## src/rtl/display_scan_scheduler.sv

```systemverilog
// Four-digit multiplexed 7-segment scan scheduler with per-frame snapshot and anti-ghost blanking.
// Optional build macro: LEADING_ZERO_BLANK_EN (dark leading zero digits 3..1).
module display_scan_scheduler #(
    parameter int CLK_DIV   = 1000,
    parameter int BLANK_CYC = 16
) (
    input  logic        clk,
    input  logic        rst_n,
    input  logic        enable,
    input  logic        inv,
    input  logic [15:0] digit_val,
    input  logic [3:0]  dp_mask,
    output logic [7:0]  segment,
    output logic [3:0]  digit,
    output logic        frame_done
);

    localparam logic [1:0] ST_IDLE  = 2'd0;
    localparam logic [1:0] ST_BLANK = 2'd1;
    localparam logic [1:0] ST_SHOW  = 2'd2;

    localparam logic [15:0] BLANK_LAST = 16'(BLANK_CYC - 1);
    localparam logic [15:0] SHOW_LAST  = 16'(CLK_DIV - BLANK_CYC - 1);

    logic [1:0]  state_r, state_s;
    logic [1:0]  idx_r, idx_s;
    logic [15:0] presc_r, presc_s;
    logic [19:0] snap_r, snap_s;
    logic        frame_done_s;
    logic [7:0]  segment_r, seg_s;
    logic [3:0]  digit_r, dig_s;
    logic [3:0]  nibble_s;
    logic        dp_s;
    logic        lead_dark_s;

    function automatic logic [6:0] hex7(input logic [3:0] nib);
        logic [6:0] pat;
        case (nib)
            4'h0: pat = 7'h3F;
            4'h1: pat = 7'h06;
            4'h2: pat = 7'h5B;
            4'h3: pat = 7'h4F;
            4'h4: pat = 7'h66;
            4'h5: pat = 7'h6D;
            4'h6: pat = 7'h7D;
            4'h7: pat = 7'h07;
            4'h8: pat = 7'h7F;
            4'h9: pat = 7'h6F;
            4'hA: pat = 7'h77;
            4'hB: pat = 7'h7C;
            4'hC: pat = 7'h39;
            4'hD: pat = 7'h5E;
            4'hE: pat = 7'h79;
            4'hF: pat = 7'h71;
            default: pat = 7'h00;
        endcase
        return pat;
    endfunction

    // Next-state logic: phase sequencing, digit index, snapshot capture at frame start.
    always_comb begin
        state_s      = state_r;
        idx_s        = idx_r;
        presc_s      = presc_r;
        snap_s       = snap_r;
        frame_done_s = 1'b0;
        if (!enable) begin
            state_s = ST_IDLE;
            idx_s   = 2'd0;
            presc_s = 16'd0;
        end else begin
            case (state_r)
                ST_IDLE: begin
                    state_s = ST_BLANK;
                    idx_s   = 2'd0;
                    presc_s = 16'd0;
                    snap_s  = {dp_mask, digit_val};
                end
                ST_BLANK: begin
                    if (presc_r == BLANK_LAST) begin
                        state_s = ST_SHOW;
                        presc_s = 16'd0;
                    end else begin
                        presc_s = presc_r + 16'd1;
                    end
                end
                ST_SHOW: begin
                    if (presc_r == SHOW_LAST) begin
                        state_s = ST_BLANK;
                        presc_s = 16'd0;
                        idx_s   = idx_r + 2'd1;
                        if (idx_r == 2'd3) begin
                            frame_done_s = 1'b1;
                            snap_s       = {dp_mask, digit_val};
                        end else begin
                            frame_done_s = 1'b0;
                        end
                    end else begin
                        presc_s = presc_r + 16'd1;
                    end
                end
                default: begin
                    state_s = ST_IDLE;
                    idx_s   = 2'd0;
                    presc_s = 16'd0;
                end
            endcase
        end
    end

    // Select the snapshot nibble and decimal point for the digit being scanned.
    always_comb begin
        nibble_s = 4'h0;
        dp_s     = 1'b0;
        case (idx_r)
            2'd0: begin nibble_s = snap_r[3:0];   dp_s = snap_r[16]; end
            2'd1: begin nibble_s = snap_r[7:4];   dp_s = snap_r[17]; end
            2'd2: begin nibble_s = snap_r[11:8];  dp_s = snap_r[18]; end
            2'd3: begin nibble_s = snap_r[15:12]; dp_s = snap_r[19]; end
            default: begin nibble_s = 4'h0; dp_s = 1'b0; end
        endcase
    end

`ifdef LEADING_ZERO_BLANK_EN
    logic [3:1] zero_s;
    assign zero_s[3] = (snap_r[15:12] == 4'h0) && !snap_r[19];
    assign zero_s[2] = (snap_r[11:8]  == 4'h0) && !snap_r[18];
    assign zero_s[1] = (snap_r[7:4]   == 4'h0) && !snap_r[17];

    // A digit goes dark only if it and every digit to its left are blank zeros.
    always_comb begin
        lead_dark_s = 1'b0;
        case (idx_r)
            2'd3:    lead_dark_s = zero_s[3];
            2'd2:    lead_dark_s = zero_s[3] & zero_s[2];
            2'd1:    lead_dark_s = zero_s[3] & zero_s[2] & zero_s[1];
            default: lead_dark_s = 1'b0;
        endcase
    end
`else
    assign lead_dark_s = 1'b0;
`endif

    // Logical outputs before polarity; enable gates them so a drop goes dark on the next edge.
    always_comb begin
        seg_s = 8'h00;
        dig_s = 4'h0;
        if (enable && (state_r == ST_SHOW) && !lead_dark_s) begin
            seg_s = {dp_s, hex7(nibble_s)};
            dig_s = 4'b0001 << idx_r;
        end else begin
            seg_s = 8'h00;
            dig_s = 4'h0;
        end
    end

    // State, counters, snapshot and polarity-adjusted output registers.
    always_ff @(posedge clk or negedge rst_n) begin
        if (!rst_n) begin
            state_r      <= ST_IDLE;
            idx_r        <= 2'd0;
            presc_r      <= 16'd0;
            snap_r       <= 20'd0;
            segment_r    <= 8'h00;
            digit_r      <= 4'h0;
            frame_done   <= 1'b0;
        end else begin
            state_r      <= state_s;
            idx_r        <= idx_s;
            presc_r      <= presc_s;
            snap_r       <= snap_s;
            segment_r    <= seg_s ^ {8{inv}};
            digit_r      <= dig_s ^ {4{inv}};
            frame_done   <= frame_done_s;
        end
    end

    assign segment = segment_r;
    assign digit   = digit_r;

endmodule

```

## config.mk

```make
export PLATFORM = sky130hd
export DESIGN_NAME = display_scan_scheduler
export DESIGN_NICKNAME = d
export VERILOG_FILES = /design/src/rtl/display_scan_scheduler.sv
export SDC_FILE = /design/constraint.sdc
export NUM_CORES = 1
export LEC_CHECK = 0
export ABC_AREA = 1
export ABC_CLOCK_PERIOD_IN_PS = 4800
export CAP_MARGIN = 30
export CORE_ASPECT_RATIO = 1.1
export CORE_MARGIN = 2
export CORE_UTILIZATION = 60
export CTS_CLUSTER_DIAMETER = 200
export DETAILED_ROUTE_END_ITERATION = 12
export HOLD_SLACK_MARGIN = 0.08
export PLACE_DENSITY = 0.85
export SETUP_SLACK_MARGIN = 0.5
export SYNTH_ARGS = -nofsm -noshare
export SYNTH_HDL_FRONTEND = slang
export SYNTH_SLANG_ARGS = --single-unit
```

## constraint.sdc

```tcl
create_clock -name clk -period 4.8 [get_ports clk]
set_input_delay 0.96 -clock clk [delete_from_list [all_inputs] [get_ports clk]]
set_output_delay 0.96 -clock clk [all_outputs]
set_load 0.02 [all_outputs]
```

==> Yosys cells after proc, flatten, opt, wreduce, memory -nomap -nowiden <==
Memory sizes are Yosys's and may differ from the RTL's.
Index checks and enable logic that the tools add are counted.
W data, S select, Z words.
{ "word_totals": {"memories": 1, "romBits": 112, "out_inout_bits": 13, "regBits": 53, "input_bits": 24, "elab_cells": 54} }
{ "op_classes": {"mux": 22, "n_bitwise": 2, "eq_ne": 12, "n_addsub": 2, "reduce_logical": 7, "n_shift": 1} }
{ "mem_list": {"columns": ["name", "depth", "word_bits", "rd", "rd_clocked_by_memory_dff", "wr", "line_no", "text"], "rows": [
  ["(no name shown)", 16, 7, 1, 0, 0, "38", "case (nib)"]
]} }
{ "op_table": {"columns": ["operator", "n"], "rows": [
  ["$mux W16", 3],
  ["$mux W20", 2],
  ["$pmux W20 S2", 1],
  ["$pmux W16 S2", 1],
  ["$add A16 B1 Y16 const B", 1],
  ["$eq A16 B10 Y1 const B", 1],
  ["$eq A16 B4 Y1 const B", 1],
  ["$pmux W4 S4", 1],
  ["$mux W2", 5],
  ["$mux W8", 1],
  ["$xor A8 B8 Y8", 1],
  ["$eq A2 B2 Y1 const B", 3],
  ["$ne A2 B2 Y1 const B", 3],
  ["$ne A3 B3 Y1 const B", 2],
  ["$pmux W2 S3", 1],
  ["$eq A2 B1 Y1 const B", 2],
  ["$logic_not A2 Y1", 2],
  ["$mux W1", 4],
  ["$mux W4", 1],
  ["$pmux W1 S4", 1],
  ["$pmux W2 S2", 1],
  ["$reduce_and A2 Y1", 2],
  ["$reduce_and A4 Y1", 1],
  ["$shl A1 B2 Y4 const A", 1],
  ["4 further kinds", 4]
]} }

==> Longest topological paths before layout <==
Gate-level depths: netlist of the first run.
{ "depth": {"ltp_word": 5, "depth_mapped": 13, "depth_no_buf": 13} }

==> Least setup slack after synthesis of the first run <==
Ideal clock, no wire load.
{ "synth_timing": {"path_kind": "register to register", "from": "reg idx_r[0]", "to": "reg segment_r[1], in the netlist segment[1]", "required_time_ns": 4.683, "path_stages_with_launch": 11, "setup_ns": 0.117, "path_buffers": 0, "synth_period_minus_slack_ns": 1.933, "t_arrival_ns": 1.817, "slack_ns": 2.867, "cell_sequence": "dfrtp_1 > inv_1 > ha_1 > inv_4 > nor2_1 > o21bai_1 > ha_1 > a31oi_1 > nand2_1 > nand2_1 > nand2_1"} }
{ "synth_between": {"elab_chain_len": 5, "elab_cells_between_ends": 8, "cone_classes": "eq/ne: 3; mux: 2; bitwise: 1; reduce/logical: 1; memory: 1"} }
{ "synth_lines": {"columns": ["item", "line_no", "text"], "rows": [
  ["from (decl)", "26", "logic [1:0] idx_r, idx_s;"],
  ["from (signal assigned)", "169", "idx_r <= idx_s;"],
  ["$eq A2 B2 Y1 (tied with other cells)", "115", "case (idx_r)"],
  ["$pmux W4 S4 (*)", "115", null],
  ["$mem_v2 Z16 W7 (*)", null, null],
  ["$mux W8 (*)", "148", "if (enable && (state_r == ST_SHOW) && !lead_dark_s) begin"],
  ["$xor A8 B8 Y8 (*)", "172", "segment_r <= seg_s ^ {8{inv}};"],
  ["to (signal assigned)", "172", null],
  ["to (decl)", "30", "logic [7:0] segment_r, seg_s;"]
]} }
Every way passes the cells marked *; elsewhere a longest branch is shown, timed or not.
A chain may end at the register's enable or synchronous reset.

==> Worst setup path in the final report of the first run <==
{ "layout_timing": {"from": "in enable", "to": "reg snap_r[8]"} }
{ "layout_between": {"elab_chain_len": 1} }
{ "layout_lines": {"columns": ["item", "line_no", "text"], "rows": [
  ["from (decl)", "9", "input logic enable,"],
  ["$reduce_and A4 Y1 (no source line)", null, null],
  ["to (signal assigned)", "171", "snap_r <= snap_s;"],
  ["to (decl)", "28", "logic [19:0] snap_r, snap_s;"]
]} }
Every way passes these cells.

==> PnR_summary.wiki, run 1 <==
{| class="wikitable"
! Metric !! Value
|-
| Num rows || 27
|-
| Ports placed on the boundary || 37
|-
| Setup Fix Bufs, Post-CTS || 0
|-
| Crit Path Max Fanout || 22
|-
| Number of setup violations in the final report || 0
|-
| Cell internal pwr || 0.00101 W
|-
| Power per unit of standard cell area || 467 nW/um2
|-
| Total global routing overflow || 0
|-
| Time the final worst path needs with I/O delays and setup || 2.32 ns
|-
| Final clock period utilization by the worst path || 48.4%
|-
| Clock Root Buffer || clkbuf_8
|-
| Fin. Hold Viols || 0
|-
| Number of nets in the layout || 443
|-
| Final wirelength || 5790 um
|-
| Area enclosed by the die boundary || 5740 um2
|-
| Largest vdd supply drop || 0.000289 V
|-
| Share of the yosys chip area belonging to registers || 42.9%
|-
| IO Port Bufs || 36
|-
| Cell count after placement || 456
|-
| Top flip-flop cell by instance count after synthesis || dfrtp_1
|-
| Y dimension of the die || 79.3 um
|-
| Placed wire-length estimate || 4340 um
|-
| Outcome || finished clean
|-
| Net Count, Synth || 405
|-
| Number of design rule violations left after detail routing || 0
|-
| Kind of end point of the critical path || flip-flop
|-
| Net Switching || 0.000669 W
|-
| Most common cell after layout, fill and taps aside || nand2_1
|-
| Fraction of power consumed by the clock network || 18.7%
|-
| Timing-limited maximum frequency || 431 MHz
|-
| Sequential fraction of design power || 36.4%
|-
| Commonest cells after routing, fill and taps aside || nand2_1 (93), dfrtp_1 (53), inv_1 (47)
|-
| Routed length per instance || 12.5 um
|-
| Number of enable-type register cells in the synthesized netlist || 0
|-
| Unrepaired setup endpoints after global routing || false
|-
| Area growth syn-to-layout || 16.6%
|-
| Average via count per standard cell || 5.28
|-
| Number of distinct library cell variants in the gate-level netlist after synthesis || 31
|-
| Number of optimization iterations in the first detailed-route pass || 4
|-
| Clock sinks || 53
|-
| Final instance area || 3600 um2
|-
| Mean area per synthesized cell || 8.42 um2
|-
| Post-Synthesis Cell Area || 3090 um2
|-
| Area of the core region || 5000 um2
|-
| Max transition margin || 53.4%
|-
| Last weighted congestion value of the routability-driven placer || 0.852
|-
| Overall routing resource usage || 23.0%
|-
| Antenna violations before repair || 0
|-
| Length in cells of the worst reg-to-reg path || 10
|-
| Transition time at the pin with the least slew margin || 0.695 ns
|-
| Worst min path class || reg -> reg
|-
| Share of synthesized flip-flops with an asynchronous set or reset || 100%
|-
| DRT antenna net count || 0
|-
| Chip width || 72.4 um
|-
| Inserted Diodes || 0
|-
| Max-slew violation total from the final report || 0
|-
| Setup TNS || 0 ns
|-
| Instance area at placement || 3490 um2
|-
| Required time worst endpoint || 5.00 ns
|-
| Clock insertion delay at the later pin of the skew report || 0.32 ns
|-
| Skew final || 0.0125 ns
|-
| Number of buffers created by CTS || 5
|-
| Hold-fix buffers at CTS || 0
|-
| Resized cells post-CTS || 0
|-
| Count of H-tree levels built during CTS || 2
|-
| Largest net degree at the start of global routing || 54
|-
| Combinational Power Share || 44.9%
|-
| Total of warnings raised by yosys || 0
|-
| Setup Crit Path Kind || in -> reg
|-
| Clock tree from TritonCTS || yes
|-
| Ratio of cells with drive above 1 in the final layout || 14.8%
|-
| Number of DRC markers in iteration 0 || 141
|-
| Fraction of power spent switching nets || 39.8%
|-
| Cells after synthesis || 367
|-
| # Max-Cap Violations || 0
|-
| Global-route wire length before repair || 10,400 um
|-
| Leakage power total || 1.67 nW
|-
| Total number of vias || 2,449
|-
| Arrival time at the worst endpoint || 2.53 ns
|-
| Synthesized flop and latch total || 53
|-
| Non-filler cells, final || 464
|-
| Clock Path Buffers || 2
|-
| Initial standard-cell utilization of the core || 61.8%
|-
| Hold depth || 1
|-
| Clock slew at the register clock pins of the worst setup and hold paths || 0.09 ns
|-
| Vias in the first global route || 2,436
|-
| Critical path launch point type || input pin
|}
cells in the mapped netlist (3+ instances only):
cell	n	area [um2]
inv_2	5	18.8
nand2_1	93	349
nand3_1	29	145
nand4_1	11	68.8
nor3_2	5	50.1
a21oi_1	8	40.0
o21ai_2	21	184
xor2_1	10	87.6
ha_1	14	175
dfrtp_1	53	1330
inv_1	47	176
nor2_1	30	113
nor2_4	3	33.8
nor2_2	4	25.0
buf_6	5	56.3
o21ai_0	6	30.0
nand2_2	3	18.8
final timing paths:
| path | slack (ns) | to | startpoint |
|---|---|---|---|
| max | 2.48 | snap_r[8] | enable |
| min | 0.48 | presc_r[0] | presc_r[0] |
| max reg2reg | 2.51 | segment[1] | idx_r[0] |
| min reg2reg | 0.48 | presc_r[0] | presc_r[0] |
| max in group asynchronous | 3.62 | snap_r[8] | rst_n |
| min in group asynchronous | 0.76 | presc_r[8] | rst_n |
layer usage:
| metal | part of all wire [%] | up-vias | GRT usage, % |
|---|---|---|---|
| met5 | 0 | - | 0 |
| met4 | 2.3 | 0 | 8.70 |
| met3 | 4.1 | 14 | 4.82 |
| met2 | 51 | 60 | 40.6 |
| met1 | 42 | 1135 | 27.4 |
| li1 | - | 1240 | - |
cell families (layout without fill, tap and decap cells):
logic type | Yosys count | after routing | synth area share, %
flip-flops | 53 | 53 | 42.9
AND/OR/NAND/NOR | 186 | 186 | 29.2
AO/OA/AOI/OAI | 43 | 43 | 10.6
adder cells (fa/ha/maj) | 14 | 14 | 5.67
buffers and inverters | 61 | 100 | 8.79
XOR/XNOR | 10 | 10 | 2.83
sequential cells by signal (all words and copies together), names as in the netlist:
| signal | count |
|---|---|
| digit | 4 |
| frame_done | 1 |
| idx_r | 2 |
| presc_r | 16 |
| segment | 8 |
| snap_r | 20 |
| state_r | 2 |
layout make-up:
class / instances / area [um2]
clock buffers: 7 / 86.3
clock inverters: 1 / 30.0
fillers: 381 / 1400
inverters: 54 / 205
multi-input cells: 253 / 1490
flip-flops and latches: 53 / 1330
well taps: 58 / 72.6
repair buffers: 38 / 390
worst max-delay path, stage by stage:
cell,delay [ns]
clkdlybuf4s50_1,0.58
nand2_1,0.16
nand2_1,0.15
o211ai_4,0.26
buf_16,0.26
nand2_1,0.09
o21ai_2,0.06
per-stage QoR:
stage	util, %	total power (W)	hold WS, ns	setup WS (ns)
floorplan	-	0.00122	0.431	2.87
global placement	69.2	0.00131	0.452	2.12
detailed placement	69.7	0.00137	0.467	2.14
CTS	72.1	0.00169	0.478	2.47
global route	72.1	0.00181	0.518	2.33
finish	72.1	0.00168	0.477	2.48
power groups by stage:
stage / clock (W) / combinational [W] / sequential [W]
2_1_floorplan: 0 / 0.000595 / 0.000625
3_3_place_gp: 0 / 0.000695 / 0.000619
3_5_place_dp: 0 / 0.000753 / 0.000621
4_1_cts: 0.000320 / 0.000756 / 0.000613
5_1_grt: 0.000336 / 0.000847 / 0.000626
6_report: 0.000315 / 0.000755 / 0.000612
Note: power is estimated with default switching activity, not from simulation.
==> run 2: changes to the inputs <==
Settings changed: ABC_CLOCK_PERIOD_IN_PS 4800 to 2000, CORE_UTILIZATION 60 to 51, PLACE_DENSITY 0.85 to 0.77.
Clock period 4.8 ns to 2 ns, I/O delays scaled along.
==> PnR_summary.wiki, run 2 (synthesis results as in run 1) <==
{| class="wikitable"
! Metric !! Value
|-
| DRT antenna net count || 0 (unchanged)
|-
| Ports placed on the boundary || 37 (unchanged)
|-
| Required time worst endpoint || 2.19 ns (-2.81 ns)
|-
| Number of optimization iterations in the first detailed-route pass || 5 (+1)
|-
| Routed length per instance || 17.4 um (+39%)
|-
| Clock tree from TritonCTS || yes
|-
| Average via count per standard cell || 5.57 (+5.5%)
|-
| Critical hold path startpoint || snap_r[11]
|-
| # Max-Cap Violations || 0 (unchanged)
|-
| Crit path launch || idx_r[0]
|-
| Chip width || 78.2 um (+8.0%)
|-
| Final wirelength || 9240 um (+60%)
|-
| Setup Crit Path Kind || reg -> reg
|-
| Setup TNS || -0.0982 ns (-0.0982 ns)
|-
| Placed wire-length estimate || 4560 um (+4.9%)
|-
| Inserted Diodes || 0 (unchanged)
|-
| Register ranked first by flip-flop count || snap_r
|-
| Total chip power || 0.00591 W (+250%)
|-
| Number of setup violations in the final report || 1 (+1)
|-
| Crit Path Max Fanout || 8 (-64%)
|-
| Area enclosed by the die boundary || 6700 um2 (+17%)
|-
| Y dimension of the die || 85.6 um (+8.0%)
|-
| Number of DRC markers in iteration 0 || 235 (+67%)
|-
| Fin. Hold Viols || 0 (unchanged)
|-
| Number of nets in the layout || 492 (+11%)
|-
| Number of buffers created by CTS || 5 (unchanged)
|-
| Global-route wire length before repair || 12,900 um (+24%)
|-
| Clock Path Buffers || 2 (unchanged)
|-
| Last weighted congestion value of the routability-driven placer || 0.889 (+4.4%)
|-
| Arrival time at the worst endpoint || 2.29 ns (-0.24 ns)
|-
| Antenna violations before repair || 0 (unchanged)
|-
| Overall routing resource usage || 24.4% (+1.4 points)
|-
| Max-slew violation total from the final report || 0 (unchanged)
|-
| Clock insertion delay at the later pin of the skew report || 0.32 ns (about the same)
|-
| Largest net degree at the start of global routing || 22 (-59%)
|-
| Unrepaired setup endpoints after global routing || true
|-
| Ratio of cells with drive above 1 in the final layout || 45.1% (+30 points)
|-
| Power per unit of standard cell area || 1240 nW/um2 (+170%)
|-
| Outcome || finished, violations left
|-
| Origin of the critical flop-to-flop path || idx_r[0]
|-
| Kind of end point of the critical path || flip-flop
|-
| Clock sinks || 53 (unchanged)
|-
| Area of the core region || 5810 um2 (+16%)
|-
| Largest vdd supply drop || 0.00113 V (+290%)
|-
| Max transition margin || 59.5% (+6.0 points)
|-
| Time the final worst path needs with I/O delays and setup || 2.10 ns
|-
| Worst hold margin || 0.501 ns (+0.0246 ns)
|-
| Flip-flop count of the largest register after layout || 20 (unchanged)
|-
| Post-Place Worst Slack || 0.103 ns (-2.04 ns)
|-
| Clock slew at the register clock pins of the worst setup and hold paths || 0.10 ns (about the same)
|-
| Count of H-tree levels built during CTS || 2 (unchanged)
|-
| Transition time at the pin with the least slew margin || 0.607 ns (-0.0878 ns)
|-
| Final clock period utilization by the worst path || 105%
|-
| Fill count || 329 (-14%)
|-
| Area growth syn-to-layout || 54.6%
|-
| Total global routing overflow || 0 (unchanged)
|-
| Failing checks || negative setup slack
|-
| IO Port Bufs || 36 (unchanged)
|-
| Setup ws final || -0.0982 ns (-2.58 ns)
|-
| Total number of vias || 2,962 (+21%)
|-
| Initial standard-cell utilization of the core || 53.2% (-8.6 points)
|-
| Vias in the first global route || 2,858 (+17%)
|-
| Num rows || 29 (+7.4%)
|-
| Number of design rule violations left after detail routing || 0 (unchanged)
|-
| Clock Root Buffer || clkbuf_8
|-
| Critical path launch point type || flip-flop
|-
| Commonest cells after routing, fill and taps aside || nand2_1 (52), dfrtp_1 (51), inv_1 (41)
|-
| Worst min path class || reg -> reg
|-
| Final core utilization || 82.3% (+10 points)
|-
| Leakage power total || 2.15 nW (+29%)
|-
| Skew final || 0.0153 ns (+0.00276 ns)
|-
| Timing-limited maximum frequency || 477 MHz
|-
| Most common cell after layout, fill and taps aside || nand2_1
|}
## run 2: cell types whose count changed in the layout (fill, tap and decap cells not counted), moves of 7 or more
cell	before	now
nand3_1	29	19
ha_4	0	9
nor2_2	4	13
nand3_2	1	8
dlygate4sd2_1	0	13
nand2_1	93	52
buf_6	0	13
nor2_4	3	12
nor2_1	30	12
nand2_2	3	19
clkdlybuf4s50_1	35	21
buf_4	1	28
nand2_4	2	25
ha_1	14	5
## run 2: worst paths after layout
path | end | slack, ns | cells after the start
setup / recovery | segment[3] | -0.1 | 11
hold / removal | snap_r[11] | 0.50 | 2
setup reg to reg | segment[3] | -0.1 | 11
hold reg to reg | snap_r[11] | 0.50 | 2
max in group asynchronous | idx_r[1] | 0.85 | 3
min in group asynchronous | snap_r[19] | 0.52 | 2
## run 2: layout make-up
class | instances | area, um2 | share of cell area, %
inverter | 54 | 225 | 4.71
multi-input combinational | 254 | 2140 | 44.8
clock inverter | 1 | 30.0 | 0.629
clock buffer | 7 | 86.3 | 1.81
timing repair buffer | 84 | 858 | 18.0
timing repair inverter | 2 | 13.8 | 0.288
tap | 77 | 96.3 | 2.02
sequential | 53 | 1330 | 27.8
## run 2: routing by layer
metal	share of wire, %	up-vias	track usage (%)
li1	-	1341	-
met1	34	1418	24.8
met2	54	143	46.2
met3	4.9	60	4.32
met4	6.9	0	14.8
met5	0	-	0
## run 2: critical path, stage by stage, from the launching register on
cell     delay [ns]
dfrtp_2        0.49
inv_4          0.08
ha_4           0.19
buf_4          0.15
inv_6          0.08
nand2_2        0.11
o21ai_4        0.30
nand2_1        0.15
nand3_1        0.15
nand3_1        0.10
nand2_1        0.09
nand2_1        0.08
## run 2: repair_timing
item                       in CTS  in global routing
hold buffers                    1                  0
cloned                          6                  1
hold endpoints to repair       15                  0
pin swaps                      27                 32
buffers inserted               21                 17
resized for setup              92                 64
setup endpoints to repair      66                 53
## run 2: power breakdown
group	total (W)	switching (W)	leakage, nW	internal (W)
logic	0.00352	0.00197	1.41	0.00154
clock network	0.000768	0.000359	0.0585	0.000409
registers	0.00163	0.000295	0.675	0.00133
total	0.00591	0.00263	2.15	0.00328
## run 2: metrics by stage
stage	instance area, um2	std cells
after detailed placement	3690	478
after global routing	4780	532
after CTS	4390	514
after global placement	3690	478
final	4780	532
after floorplan	3260	367
